### src/rtl/keypad_pkg.sv
// keypad_pkg: shared FSM state codes, key code constants and decode helpers
// for the 4x4 matrix keypad scanner. Pure combinational helpers, no state.
// Row/column indices are 0-based; column 0 is the leftmost keypad column.
package keypad_pkg;

  localparam logic [1:0] ST_SCAN     = 2'd0;
  localparam logic [1:0] ST_DEBOUNCE = 2'd1;
  localparam logic [1:0] ST_PRESSED  = 2'd2;
  localparam logic [1:0] ST_RELEASE  = 2'd3;

  localparam logic [3:0] KEY_A    = 4'd10;
  localparam logic [3:0] KEY_B    = 4'd11;
  localparam logic [3:0] KEY_C    = 4'd12;
  localparam logic [3:0] KEY_D    = 4'd13;
  localparam logic [3:0] KEY_STAR = 4'd14;
  localparam logic [3:0] KEY_HASH = 4'd15;

  // Key code for a (row, column) position on the keypad face.
  function automatic logic [3:0] decode_key(input logic [1:0] row, input logic [1:0] column);
    logic [3:0] code;
    code = 4'd0;
    case ({row, column})
      4'b00_00: code = 4'd1;
      4'b00_01: code = 4'd2;
      4'b00_10: code = 4'd3;
      4'b00_11: code = KEY_A;
      4'b01_00: code = 4'd4;
      4'b01_01: code = 4'd5;
      4'b01_10: code = 4'd6;
      4'b01_11: code = KEY_B;
      4'b10_00: code = 4'd7;
      4'b10_01: code = 4'd8;
      4'b10_10: code = 4'd9;
      4'b10_11: code = KEY_C;
      4'b11_00: code = KEY_STAR;
      4'b11_01: code = 4'd0;
      4'b11_10: code = KEY_HASH;
      4'b11_11: code = KEY_D;
      default:  code = 4'd0;
    endcase
    return code;
  endfunction

  // Lowest-index active row wins when several rows read high together.
  function automatic logic [1:0] low_row(input logic [3:0] rows);
    logic [1:0] idx;
    idx = 2'd3;
    if (rows[0])      idx = 2'd0;
    else if (rows[1]) idx = 2'd1;
    else if (rows[2]) idx = 2'd2;
    return idx;
  endfunction

  // Index of the driven column from its one-hot drive pattern.
  function automatic logic [1:0] col_index(input logic [3:0] onehot);
    logic [1:0] idx;
    idx = 2'd0;
    if (onehot[1])      idx = 2'd1;
    else if (onehot[2]) idx = 2'd2;
    else if (onehot[3]) idx = 2'd3;
    return idx;
  endfunction

endpackage

### src/rtl/keypad_sync.sv
// keypad_sync: two-flop synchronizer bringing the raw keypad rows into clk.
// Latency: 2 cycles from d to q.
// No backpressure; samples every cycle, synchronous active-high reset.
module keypad_sync (
  input  logic       clk,
  input  logic       reset,
  input  logic [3:0] d,
  output logic [3:0] q
);

  logic [3:0] meta;

  // Two back-to-back flops give the first stage a full cycle to resolve.
  always_ff @(posedge clk) begin
    if (reset) begin
      meta <= 4'd0;
      q    <= 4'd0;
    end else begin
      meta <= d;
      q    <= meta;
    end
  end

endmodule

### src/rtl/keypad_scanner.sv
// keypad_scanner: drives columns one-hot, samples rows, debounces and decodes one key.
// Latency: key_valid rises DEBOUNCE_CNT+1 cycles after the row sample that saw the press.
// No backpressure: key_valid is a one-cycle strobe; consumers must take it when it fires.
module keypad_scanner
  import keypad_pkg::*;
#(
  parameter int SCAN_DIV     = 50000,
  parameter int DEBOUNCE_CNT = 500000
) (
  input  logic       clk,
  input  logic       reset,
  input  logic [3:0] fila,
  output logic [3:0] col,
  output logic [3:0] key_code,
  output logic       key_valid,
  output logic       key_held
);

  localparam int SW = $clog2(SCAN_DIV) + 1;
  localparam int DW = $clog2(DEBOUNCE_CNT) + 1;
  localparam logic [SW-1:0] SCAN_LAST = SW'(SCAN_DIV - 1);
  localparam logic [DW-1:0] DB_LAST   = DW'(DEBOUNCE_CNT - 1);

  logic [3:0]    rows_s;
  logic [1:0]    state;
  logic [SW-1:0] dwell_cnt;
  logic [DW-1:0] db_cnt;
  logic [3:0]    rows_lat;
  logic [1:0]    col_lat;
  logic [3:0]    col_next;

  keypad_sync u_sync (
    .clk   (clk),
    .reset (reset),
    .d     (fila),
    .q     (rows_s)
  );

  // Next column in the left rotation 0001 -> 0010 -> 0100 -> 1000 -> 0001.
  always_comb begin
    col_next = {col[2:0], col[3]};
  end

  // Scan / debounce / press / release sequencing. Counters are cleared on
  // every state change, so they never need to wrap. The debounce counter
  // finishes one cycle after it has seen DEBOUNCE_CNT matching samples'
  // worth of increments, and PRESSED spends one more cycle registering the
  // outputs, which places key_valid DEBOUNCE_CNT+1 cycles after the sample.
  always_ff @(posedge clk) begin
    if (reset) begin
      state     <= ST_SCAN;
      col       <= 4'b0001;
      dwell_cnt <= '0;
      db_cnt    <= '0;
      rows_lat  <= 4'd0;
      col_lat   <= 2'd0;
      key_code  <= 4'd0;
      key_valid <= 1'b0;
      key_held  <= 1'b0;
    end else begin
      key_valid <= 1'b0;
      case (state)
        ST_SCAN: begin
          if (dwell_cnt == SCAN_LAST) begin
            dwell_cnt <= '0;
            if (rows_s == 4'd0) begin
              col <= col_next;
            end else begin
              // Keep the whole row pattern; priority is applied at decode.
              rows_lat <= rows_s;
              col_lat  <= col_index(col);
              db_cnt   <= '0;
              state    <= ST_DEBOUNCE;
            end
          end else begin
            dwell_cnt <= dwell_cnt + 1'b1;
          end
        end
        ST_DEBOUNCE: begin
          if (rows_s != rows_lat) begin
            // Bounce or glitch: drop it silently and move on to the next column.
            db_cnt    <= '0;
            dwell_cnt <= '0;
            col       <= col_next;
            state     <= ST_SCAN;
          end else if (db_cnt == DB_LAST) begin
            db_cnt <= '0;
            state  <= ST_PRESSED;
          end else begin
            db_cnt <= db_cnt + 1'b1;
          end
        end
        ST_PRESSED: begin
          key_valid <= 1'b1;
          key_held  <= 1'b1;
          key_code  <= decode_key(low_row(rows_lat), col_lat);
          db_cnt    <= '0;
          state     <= ST_RELEASE;
        end
        ST_RELEASE: begin
          // Any row activity, including a second key, restarts the release count.
          if (rows_s != 4'd0) begin
            db_cnt <= '0;
          end else if (db_cnt == DB_LAST) begin
            key_held  <= 1'b0;
            db_cnt    <= '0;
            dwell_cnt <= '0;
            col       <= col_next;
            state     <= ST_SCAN;
          end else begin
            db_cnt <= db_cnt + 1'b1;
          end
        end
        default: begin
          state <= ST_SCAN;
        end
      endcase
    end
  end

endmodule

### config.mk
export PLATFORM = sky130hd
export DESIGN_NAME = keypad_scanner
export DESIGN_NICKNAME = d
export VERILOG_FILES = /design/src/rtl/keypad_pkg.sv /design/src/rtl/keypad_sync.sv /design/src/rtl/keypad_scanner.sv
export SDC_FILE = /design/constraint.sdc
export NUM_CORES = 1
export LEC_CHECK = 0
export BUFFER_PORTS_ARGS = -buffer_cell sky130_fd_sc_hd__buf_2
export CAP_MARGIN = 20
export CELL_PAD_IN_SITES_DETAIL_PLACEMENT = 0
export CELL_PAD_IN_SITES_GLOBAL_PLACEMENT = 1
export CORE_UTILIZATION = 45
export CTS_CLUSTER_DIAMETER = 120
export DETAILED_ROUTE_END_ITERATION = 16
export PLACE_DENSITY = 0.75
export SETUP_SLACK_MARGIN = 0.4
export SYNTH_ARGS = -nofsm -noshare
export SYNTH_HDL_FRONTEND = slang
export SYNTH_SLANG_ARGS = --single-unit
### constraint.sdc
create_clock -name clk -period 3.5 [get_ports clk]
set_input_delay 0.35 -clock clk [delete_from_list [all_inputs] [get_ports clk]]
set_output_delay 0.35 -clock clk [all_outputs]
set_load 0.01 [all_outputs]
==> flow_summary_export.csv, run 1 <==
group,metric,value,unit
clock_tree,cts_sinks,63,
grt,grt_pass1_wl,12.18,mm
worst_setup_path,cp.arrival,2.78,ns
worst_setup_path,crit_required,3.74,ns
timing,finalCritPeriodShare,0.7256,
worst_setup_path,r2r_cells,6,
pwr,leakagePower,1.253,nW
timing,max_slew.worst_pin.slew,0.9286,ns
timing,finalSetupTns,0,ns
layout,num_antenna_cells,0,
die,core,0.006869,mm^2
clock_tree,cts_tree,"built",
die,dieHeight,86.86,um
yosys,synth_cells,408,
worst_hold_path,hp-start,"fila[2]",
detailed_routing,viasPerCell,5.756,
job,max_cap_violations,0,
yosys,synth-edff-count,0,
clock_tree,clock_latency,0.35,ns
timing,setup_viol,0,
grt,grtUsageTotal,0.2056,
timing,max_slew_margin,0.3758,
layout,final_cell_mix,"dfxtp_1 (63), nor2_1 (49), nand2_1 (38)",
yosys,synth_top_cell_by_area,"dfxtp_1",
detailed_routing,wl_per_cell,14.26,um
yosys,async_flop_share,0,
yosys,synth_cell_types,47,
die,rows,30,
place,port_buffers,15,
clock_tree,cts_buffers,9,
place,hpwlAfterDp,4.827,mm
timing,final_max_slew_viol_count,0,
worst_setup_path,r2r_start,"db_cnt[8]",
yosys,postSynthAreaPerCell,7.943,um^2
detailed_routing,drt_iter0_drc,174,
timing,clock_skew,0.009013,ns
worst_setup_path,crit_end,"dwell_cnt[10]",
grt,antenna_found_initial,0,
layout,fin_util,0.5251,
grt,grt_pass1_vias,2493,
timing,grt_setup_unrepaired,"no",
layout,stdcell_area,0.003607,mm^2
yosys,syn_nets,420,
layout,finalNetCount,427,
worst_setup_path,cp-start-kind,"flop",
yosys,synth_top_area_frac,0.3892,
timing,max_freq,393.8,MHz
yosys,ys_seq_area_frac,0.3892,
layout,final_common_cell,"dfxtp_1",
layout,synthToLayoutAreaGrowth,11.31,%
pwr,p_per_area,427.1,mW/mm^2
detailed_routing,drc,0,
timing,period_needed,2.539,ns
worst_setup_path,criticalPathCategory,"flop to flop",
yosys,synthTopCellsByArea,"dfxtp_1 (39%), nor2_1 (5.7%), a21oi_1 (4.6%)",
detailed_routing,vias,2970,
run_status,status,"completed",
detailed_routing,drt_wl_total,7.358,mm
clock_tree,post_cts_buffers,0,
timing,hold_violations,0,
worst_setup_path,worstPathMaxFanout,11,
yosys,yosys_register_bits,63,
grt,grt-ovfl-total,0,
pwr,ir_drop,167.8,uV
worst_setup_path,worst_r2r_endpoint,"dwell_cnt[10]",
clock_tree,path_clk_slew,0.07,ns
layout,num-fill-cells,703,
yosys,synth_ff_type,"dfxtp_1",
worst_setup_path,critPathLaunch,"db_cnt[8]",
yosys,yosysWarnings,0,
detailed_routing,drt-pass1-iter-count,6,
worst_hold_path,hold_class,"primary input to flop",
clock_tree,clockBufferDepth,2,
layout,final_layout_size_suffix_gt1_frac,0.1000,
die,die_area,0.007545,mm^2
worst_setup_path,cp-end-kind,"flop",
clock_tree,cts-resized-gates,0,
die,start_util,0.4718,
worst_setup_path,r2r_setup_slack,0.96,ns
yosys,synth_area,0.003241,mm^2
clock_tree,clockRootBuffer,"clkbuf_8",
detailed_routing,drtAntennaViolNets,0,
die,fp.dieW,86.86,um
die,io_pins,16,
place,place_area,0.003362,mm^2
clock_tree,cts_hold_buf,0,
clock_tree,h-tree-depth,3,
grt,grt_max_degree,49,
place,gp_congestion,0.7718,
==> logic make-up after synthesis <==
logic type	share of synthesized area
XOR/XNOR	0.002703
adder cells (fa/ha/maj)	0.02317
multiplexers	0.02162
AO/OA/AOI/OAI	0.1846
flip-flops	0.3892
AND/OR/NAND/NOR	0.3371
buffers and inverters	0.04170
==> routing by layer <==
metal	vias to the layer above	global-route usage	part of all wire
met2	67	0.3092	0.45
met3	8	0.04834	0.049
met1	1391	0.2870	0.49
li1	1504	-	-
met4	0	0.07273	0.011
met5	-	0	0
==> how the worst min path moves through the flow <==
stage                     endpoint  slack (ns)  cells after the start
finish              u_sync.meta[2]        0.21                      2
global route        u_sync.meta[2]        0.21                      2
CTS                 u_sync.meta[2]        0.20                      2
detailed placement     u_sync.q[1]        0.43                      1
global placement       u_sync.q[1]        0.43                      1
floorplan              u_sync.q[0]        0.41                      1
==> stage by stage <==
step	power (W)	hold WS [ns]	std cells	setup slack, ns
2_1_floorplan	0.0007691	0.4138	408	1.349
3_3_place_gp	0.0007782	0.4290	500	1.025
3_5_place_dp	0.0007785	0.4282	500	0.9958
4_1_cts	0.001559	0.2018	516	0.9875
5_1_grt	0.001594	0.2114	516	0.7524
6_report	0.001541	0.2122	516	0.9606
==> registers in the layout (all words and copies together), names as in the netlist, named ones only <==
signal,count
col,4
col_lat,2
db_cnt,20
dwell_cnt,17
key_code,4
key_held,1
key_valid,1
rows_lat,4
state,1
u_sync.meta,4
u_sync.q,4
==> Yosys cell counts, types with 9 or more instances <==
master / n
and3_1: 9
clkbuf_1: 16
a31oi_1: 15
nor3_1: 9
a21oi_1: 30
inv_1: 10
nand4_1: 11
nand2_1: 38
nand3_1: 29
dfxtp_1: 63
o21ai_0: 13
or3_1: 14
nor2b_1: 15
nor2_1: 49
==> where the power goes <==
part | leakage, nW | internal (W) | switching, W
Sequential | 0.510 | 0.000724 | 0.00000607
Clock | 0.122 | 0.000490 | 0.000290
Combinational | 0.621 | 0.0000114 | 0.0000200
Total | 1.25 | 0.00123 | 0.000316
==> critical path, stage by stage (launching register included) <==
cell	delay (ns)
dfxtp_1	0.45
or4b_1	0.44
or3_1	0.41
o31ai_2	0.27
and2_1	0.47
o21ai_0	0.16
a32o_1	0.24
==> final cells by class <==
cell class | count | area [um^2] | share of cell area
Clock buffer | 10 | 137.6 | 0.03815
Timing Repair Buffer | 17 | 90.09 | 0.02497
Inverter | 11 | 41.29 | 0.01145
Sequential cell | 63 | 1261 | 0.3496
Multi-Input combinational cell | 313 | 1849 | 0.5127
Tap cell | 96 | 120.1 | 0.03330
Clock inverter | 6 | 107.6 | 0.02983
(Power assumes the default switching activity.)
==> run 2: changes to the inputs <==
Settings changed: CORE_UTILIZATION 45 to 41, PLACE_DENSITY 0.75 to 0.72.
Clock period 3.5 ns to 2.3 ns, I/O delays scaled along.
==> run 2 against run 1 <==
Compared with the run above: power grew 55%; setup slack worse by 0.85 ns; sequential share of layout area fell by 4.9 points; design area up 18%; non-clock buffer count rose by 45; fmax is 16% higher; critical endpoint is now db_cnt[17]; combinational power rose by 120%; clock skew up 0.0038 ns; wire length rose by 13%.
==> flow_summary_export.csv, run 2 (same netlist as run 1, synthesis figures left out) <==
group,metric,value,unit
timing,grt_setup_unrepaired,"yes",
place,gp_congestion,0.7604,
grt,antenna_found_initial,0,
clock_tree,path_clk_slew,0.08,ns
layout,final_cell_mix,"dfxtp_1 (49), nor2_1 (48), buf_4 (38)",
clock_tree,clockBufferDepth,2,
timing,holdWs,0.08797,ns
timing,hold_violations,0,
pwr,comb_power_share,0.030,
clock_tree,cts_buffers,9,
die,core,0.007687,mm^2
timing,max_slew_margin,0.6699,
pwr,p_seq_frac,0.467,
worst_setup_path,crit_family,"simple AND/OR/NAND/NOR gates",
timing,final_max_slew_viol_count,0,
detailed_routing,drc,0,
die,io_pins,16,
clock_tree,h-tree-depth,3,
die,start_util,0.4215,
layout,num_antenna_cells,0,
die,die_area,0.008264,mm^2
timing,max_slew.worst_pin.slew,0.4951,ns
timing,setup_viol,0,
timing,period_needed,2.192,ns
grt,grt_pass1_vias,2860,
run_status,status,"completed",
job,max_cap_violations,0,
clock_tree,clockRootBuffer,"clkbuf_8",
layout,synthToLayoutAreaGrowth,31.47,%
timing,max_freq,456.3,MHz
worst_setup_path,cp-start-kind,"flop",
worst_setup_path,cp-end-kind,"flop",
worst_setup_path,path_buf_inv,2,
pwr,p_total,0.002381,W
pwr,swShare,0.2202,
timing,finalCritPeriodShare,0.9529,
layout,largest-register,"db_cnt",
worst_setup_path,worstPathMaxFanout,7,
detailed_routing,wl_per_cell,14.70,um
pwr,internal-power,0.001856,W
pwr,leakagePower,1.531,nW
grt,grtUsageTotal,0.2135,
detailed_routing,drtAntennaViolNets,0,
grt,grt_pass1_wl,14.10,mm
layout,finalNetCount,472,
clock_tree,cts_hold_buf,0,
detailed_routing,vias,3159,
worst_setup_path,criticalPathCategory,"flop to flop",
detailed_routing,viasPerCell,5.571,
detailed_routing,drt-pass1-iter-count,4,
timing,clock_skew,0.01277,ns
clock_tree,cts_tree,"built",
worst_hold_path,hold_class,"primary input to flop",
layout,final_common_cell,"dfxtp_1",
worst_setup_path,r2r_cells,7,
worst_setup_path,crit_required,2.57,ns
worst_setup_path,cp.depth,7,
place,place_ws,0.03338,ns
worst_setup_path,path_cells,"inv_2, a222oi_1, buf_4, a32oi_2, or3b_4, or4_1, a31oi_1",
worst_setup_path,cp.arrival,2.46,ns
die,dieHeight,90.91,um
detailed_routing,drt_iter0_drc,146,
clock_tree,cts_sinks,63,
place,place_area,0.003610,mm^2
worst_hold_path,whs_path_depth,2,
layout,stdcell_area,0.004260,mm^2
clock_tree,clock_latency,0.35,ns
die,rows,32,
pwr,p_per_area,558.8,mW/mm^2
die,fp.dieW,90.91,um
detailed_routing,drt_wl_total,8.333,mm
layout,largest_reg_flops,20,
grt,grt-ovfl-total,0,
grt,grt_max_degree,27,
place,dp_cells,529,
layout,final_layout_size_suffix_gt1_frac,0.2903,
place,hpwlAfterDp,5.279,mm
place,port_buffers,15,
pwr,ir_drop,409.7,uV
layout,layoutNonFillerInstCount,567,
timing,worst_slack,0.1084,ns
worst_setup_path,cp_slowest_cell,"or4_1",
layout,reg_top3,"db_cnt: 20 flops, dwell_cnt: 17 flops",
pwr,pwr-share-clk,0.504,
worst_setup_path,crit_path_max_incr_delay,0.48,ns
pwr,p_switching,0.0005242,W
==> run 2: cell count changes in the layout (fill, tap and decap cells not counted), moves of 5 or more <==
cell     change
o21ai_0      -5
a21oi_1      -8
o21ai_2      +5
dfxtp_1     -14
dfxtp_2     +13
a21oi_2      +7
buf_4       +36
==> run 2: final cells by class <==
class | count | area [um^2]
fillers | 746 | 3427
multi-input cells | 313 | 2039
well taps | 102 | 127.6
flip-flops and latches | 63 | 1281
inverters | 11 | 41.29
repair buffers | 62 | 525.5
clock buffers | 9 | 123.9
clock inverters | 7 | 121.4
==> run 2: worst paths after layout <==
| check | slack [ns] | from | end |
|---|---|---|---|
| setup reg to reg | 0.11 | rows_lat[0] | db_cnt[17] |
| hold / removal | 0.09 | fila[2] | u_sync.meta[2] |
| setup / recovery | 0.11 | rows_lat[0] | db_cnt[17] |
| hold reg to reg | 0.44 | u_sync.meta[0] | u_sync.q[0] |
==> run 2: layer usage <==
metal	global-route usage	wire length [um]
met5	0	0
met1	0.3023	4119
met4	0.08995	150
met2	0.3201	3770
met3	0.03367	293
==> run 2: power groups by stage <==
stage	Combinational [W]	Sequential [W]	Clock (W)
CTS	0.0000669	0.00111	0.00122
floorplan	0.0000379	0.00113	0
detailed placement	0.0000605	0.00114	0
global placement	0.0000600	0.00114	0
global route	0.0000794	0.00111	0.00128
finish	0.0000704	0.00111	0.00120
==> run 2: what timing repair did <==
action	4_1_cts	5_1_grt
gates resized for setup	19	38
pin swaps	22	17
cloned	2	2
buffers inserted	11	7
endpoints found under the setup margin	42	49
hold endpoints to repair	0	0
==> run 2: worst reg2reg max path: stages, from the launching register on <==
cell,delay [ns]
dfxtp_4,0.35
inv_2,0.03
a222oi_1,0.33
buf_4,0.18
a32oi_2,0.11
or3b_4,0.45
or4_1,0.48
a31oi_1,0.18
==> run 2: metrics by stage <==
step,TNS [ns],utilization
6_report,0,0.5542
5_1_grt,-0.006787,0.5542
4_1_cts,0,0.5269
3_5_place_dp,0,0.4696
3_3_place_gp,0,0.4696
2_1_floorplan,0,-
==> run 3: changes to the inputs <==
Clock period 2.3 ns to 2 ns, I/O delays scaled along.
==> run 3 against run 2 <==
Compared with the run above: the flow now finishes with violations (negative setup slack); critical endpoint unchanged; largest cell class unchanged; clock skew increased by 0.0013 ns; critical path depth down 2; fmax is 2.6% lower; highest routed layer unchanged.
==> flow_summary_export.csv, run 3 (same netlist as run 1, synthesis figures left out) <==
group,metric,value,unit
run_status,status,"finished, violations left",
run_status,violations,"negative setup slack",
job,max_cap_violations,0,
detailed_routing,viasPerCell,5.643,
clock_tree,h-tree-depth,3,
pwr,p_total,0.002796,W
worst_setup_path,path_cells,"a222oi_1, a32oi_1, or3b_4, or4_4, a31oi_1",
timing,setup_viol,40,
layout,largest-register,"db_cnt",
worst_setup_path,crit_path_max_incr_delay,0.50,ns
layout,num-fill-cells,667,
clock_tree,cts_tree,"built",
pwr,swShare,0.2185,
grt,grtUsageTotal,0.2260,
pwr,p_seq_frac,0.457,
layout,finalNetCount,513,
pwr,leakagePower,1.829,nW
grt,grt_max_degree,35,
grt,grt-ovfl-total,0,
layout,layoutNonFillerInstCount,608,
timing,finalCritPeriodShare,1.125,
detailed_routing,drc,0,
grt,antenna_found_initial,0,
pwr,pwr-share-clk,0.506,
layout,final_cell_mix,"buf_4 (64), dfxtp_1 (47), nor2_1 (46)",
layout,fin_util,0.6305,
clock_tree,path_clk_slew,0.08,ns
timing,clock_skew,0.01407,ns
place,hpwlAfterDp,5.715,mm
timing,hold_violations,0,
worst_setup_path,path_buf_inv,0,
timing,max_freq,444.5,MHz
detailed_routing,vias,3431,
worst_setup_path,cp-start-kind,"flop",
detailed_routing,drtAntennaViolNets,0,
grt,grt_pass1_vias,3155,
layout,num_antenna_cells,0,
timing,final_max_slew_viol_count,0,
layout,synthToLayoutAreaGrowth,49.58,%
worst_setup_path,cp.arrival,2.52,ns
die,io_pins,16,
worst_setup_path,crit_family,"simple AND/OR/NAND/NOR gates",
layout,reg_top3,"db_cnt: 20 flops, dwell_cnt: 17 flops",
pwr,p_per_area,576.8,mW/mm^2
detailed_routing,wl_per_cell,15.54,um
die,dieHeight,90.91,um
place,port_buffers,15,
die,core,0.007687,mm^2
layout,stdcell_area,0.004847,mm^2
die,fp.dieW,90.91,um
clock_tree,clockRootBuffer,"clkbuf_8",
pwr,comb_power_share,0.037,
worst_setup_path,cp_slowest_cell,"or3b_4",
grt,grt_pass1_wl,14.99,mm
clock_tree,clock_latency,0.34,ns
pwr,internal-power,0.002185,W
place,gp_congestion,0.8039,
die,rows,32,
worst_setup_path,worstPathMaxFanout,7,
detailed_routing,drt_iter0_drc,149,
layout,largest_reg_flops,20,
die,die_area,0.008264,mm^2
detailed_routing,drt_wl_total,9.449,mm
timing,worst_slack,-0.2498,ns
layout,final_layout_size_suffix_gt1_frac,0.3913,
clock_tree,clockBufferDepth,2,
timing,max_slew_margin,0.5004,
clock_tree,cts_buffers,9,
timing,grt_setup_unrepaired,"yes",
detailed_routing,drt-pass1-iter-count,4,
die,start_util,0.4215,
worst_hold_path,hold_class,"primary input to flop",
place,dp_cells,563,
worst_setup_path,cp-end-kind,"flop",
timing,max_slew.worst_pin.slew,0.7493,ns
worst_setup_path,crit_required,2.27,ns
pwr,ir_drop,308.4,uV
place,place_area,0.003899,mm^2
worst_setup_path,criticalPathCategory,"flop to flop",
layout,final_common_cell,"buf_4",
clock_tree,cts_sinks,63,
timing,period_needed,2.250,ns
pwr,p_switching,0.0006109,W
run 3: power groups by stage:
stage / combinational [W] / sequential, W / clock, W
after floorplan: 0.0000449 / 0.00131 / 0
after global placement: 0.0000687 / 0.00131 / 0
after detailed placement: 0.0000709 / 0.00131 / 0
after CTS: 0.0000995 / 0.00128 / 0.00143
after global routing: 0.000113 / 0.00128 / 0.00149
final: 0.000104 / 0.00128 / 0.00141
run 3: path summary, 6_finish.rpt:
| check | start | endpoint | slack (ns) | depth (start not counted) |
|---|---|---|---|---|
| worst max-delay path | u_sync.q[0] | db_cnt[17] | -0.25 | 5 |
| worst min register to register | u_sync.meta[0] | u_sync.q[0] | 0.44 | 1 |
| worst max register to register | u_sync.q[0] | db_cnt[17] | -0.25 | 5 |
| worst min-delay path | fila[3] | u_sync.meta[3] | 0.07 | 2 |
run 3: final cells by class:
type	count	area (um^2)	area share
multi-input combinational	314	2246	0.4633
sequential	63	1289	0.2659
timing repair buffer	102	889.6	0.1835
clock buffer	10	137.6	0.02839
tap	102	127.6	0.02633
clock inverter	6	116.4	0.02401
inverter	11	41.29	0.008518
run 3: worst reg2reg max path, delay by kind of cell, from the launching register on:
family / cells / cell delay (ns)
AO/OA/AOI/OAI: 3 / 0.82
AND/OR/NAND/NOR: 2 / 1.00
flip-flops: 1 / 0.35
run 3: stage by stage:
step                      TNS (ns)  hold slack [ns]  setup WS [ns]
after CTS                   -2.270          0.05911        -0.2129
final                       -4.487          0.06689        -0.2498
after detailed placement    -5.151           0.4183        -0.2827
after global placement      -3.659           0.4098        -0.2143
after global routing        -7.706          0.05865        -0.3373
after floorplan            -0.5676           0.3282        -0.1217
run 3: repair_timing:
item | in CTS | in global routing
pin swaps | 42 | 27
gates resized for setup | 58 | 43
endpoints found under the setup margin | 49 | 51
hold buffers | 0 | 0
cloned | 4 | 1
buffers inserted | 17 | 7
run 3: layer usage:
layer | share of wire | track usage
met5 | 0 | 0
met4 | 0.015 | 0.08995
met3 | 0.030 | 0.03620
met2 | 0.50 | 0.3699
met1 | 0.45 | 0.2962
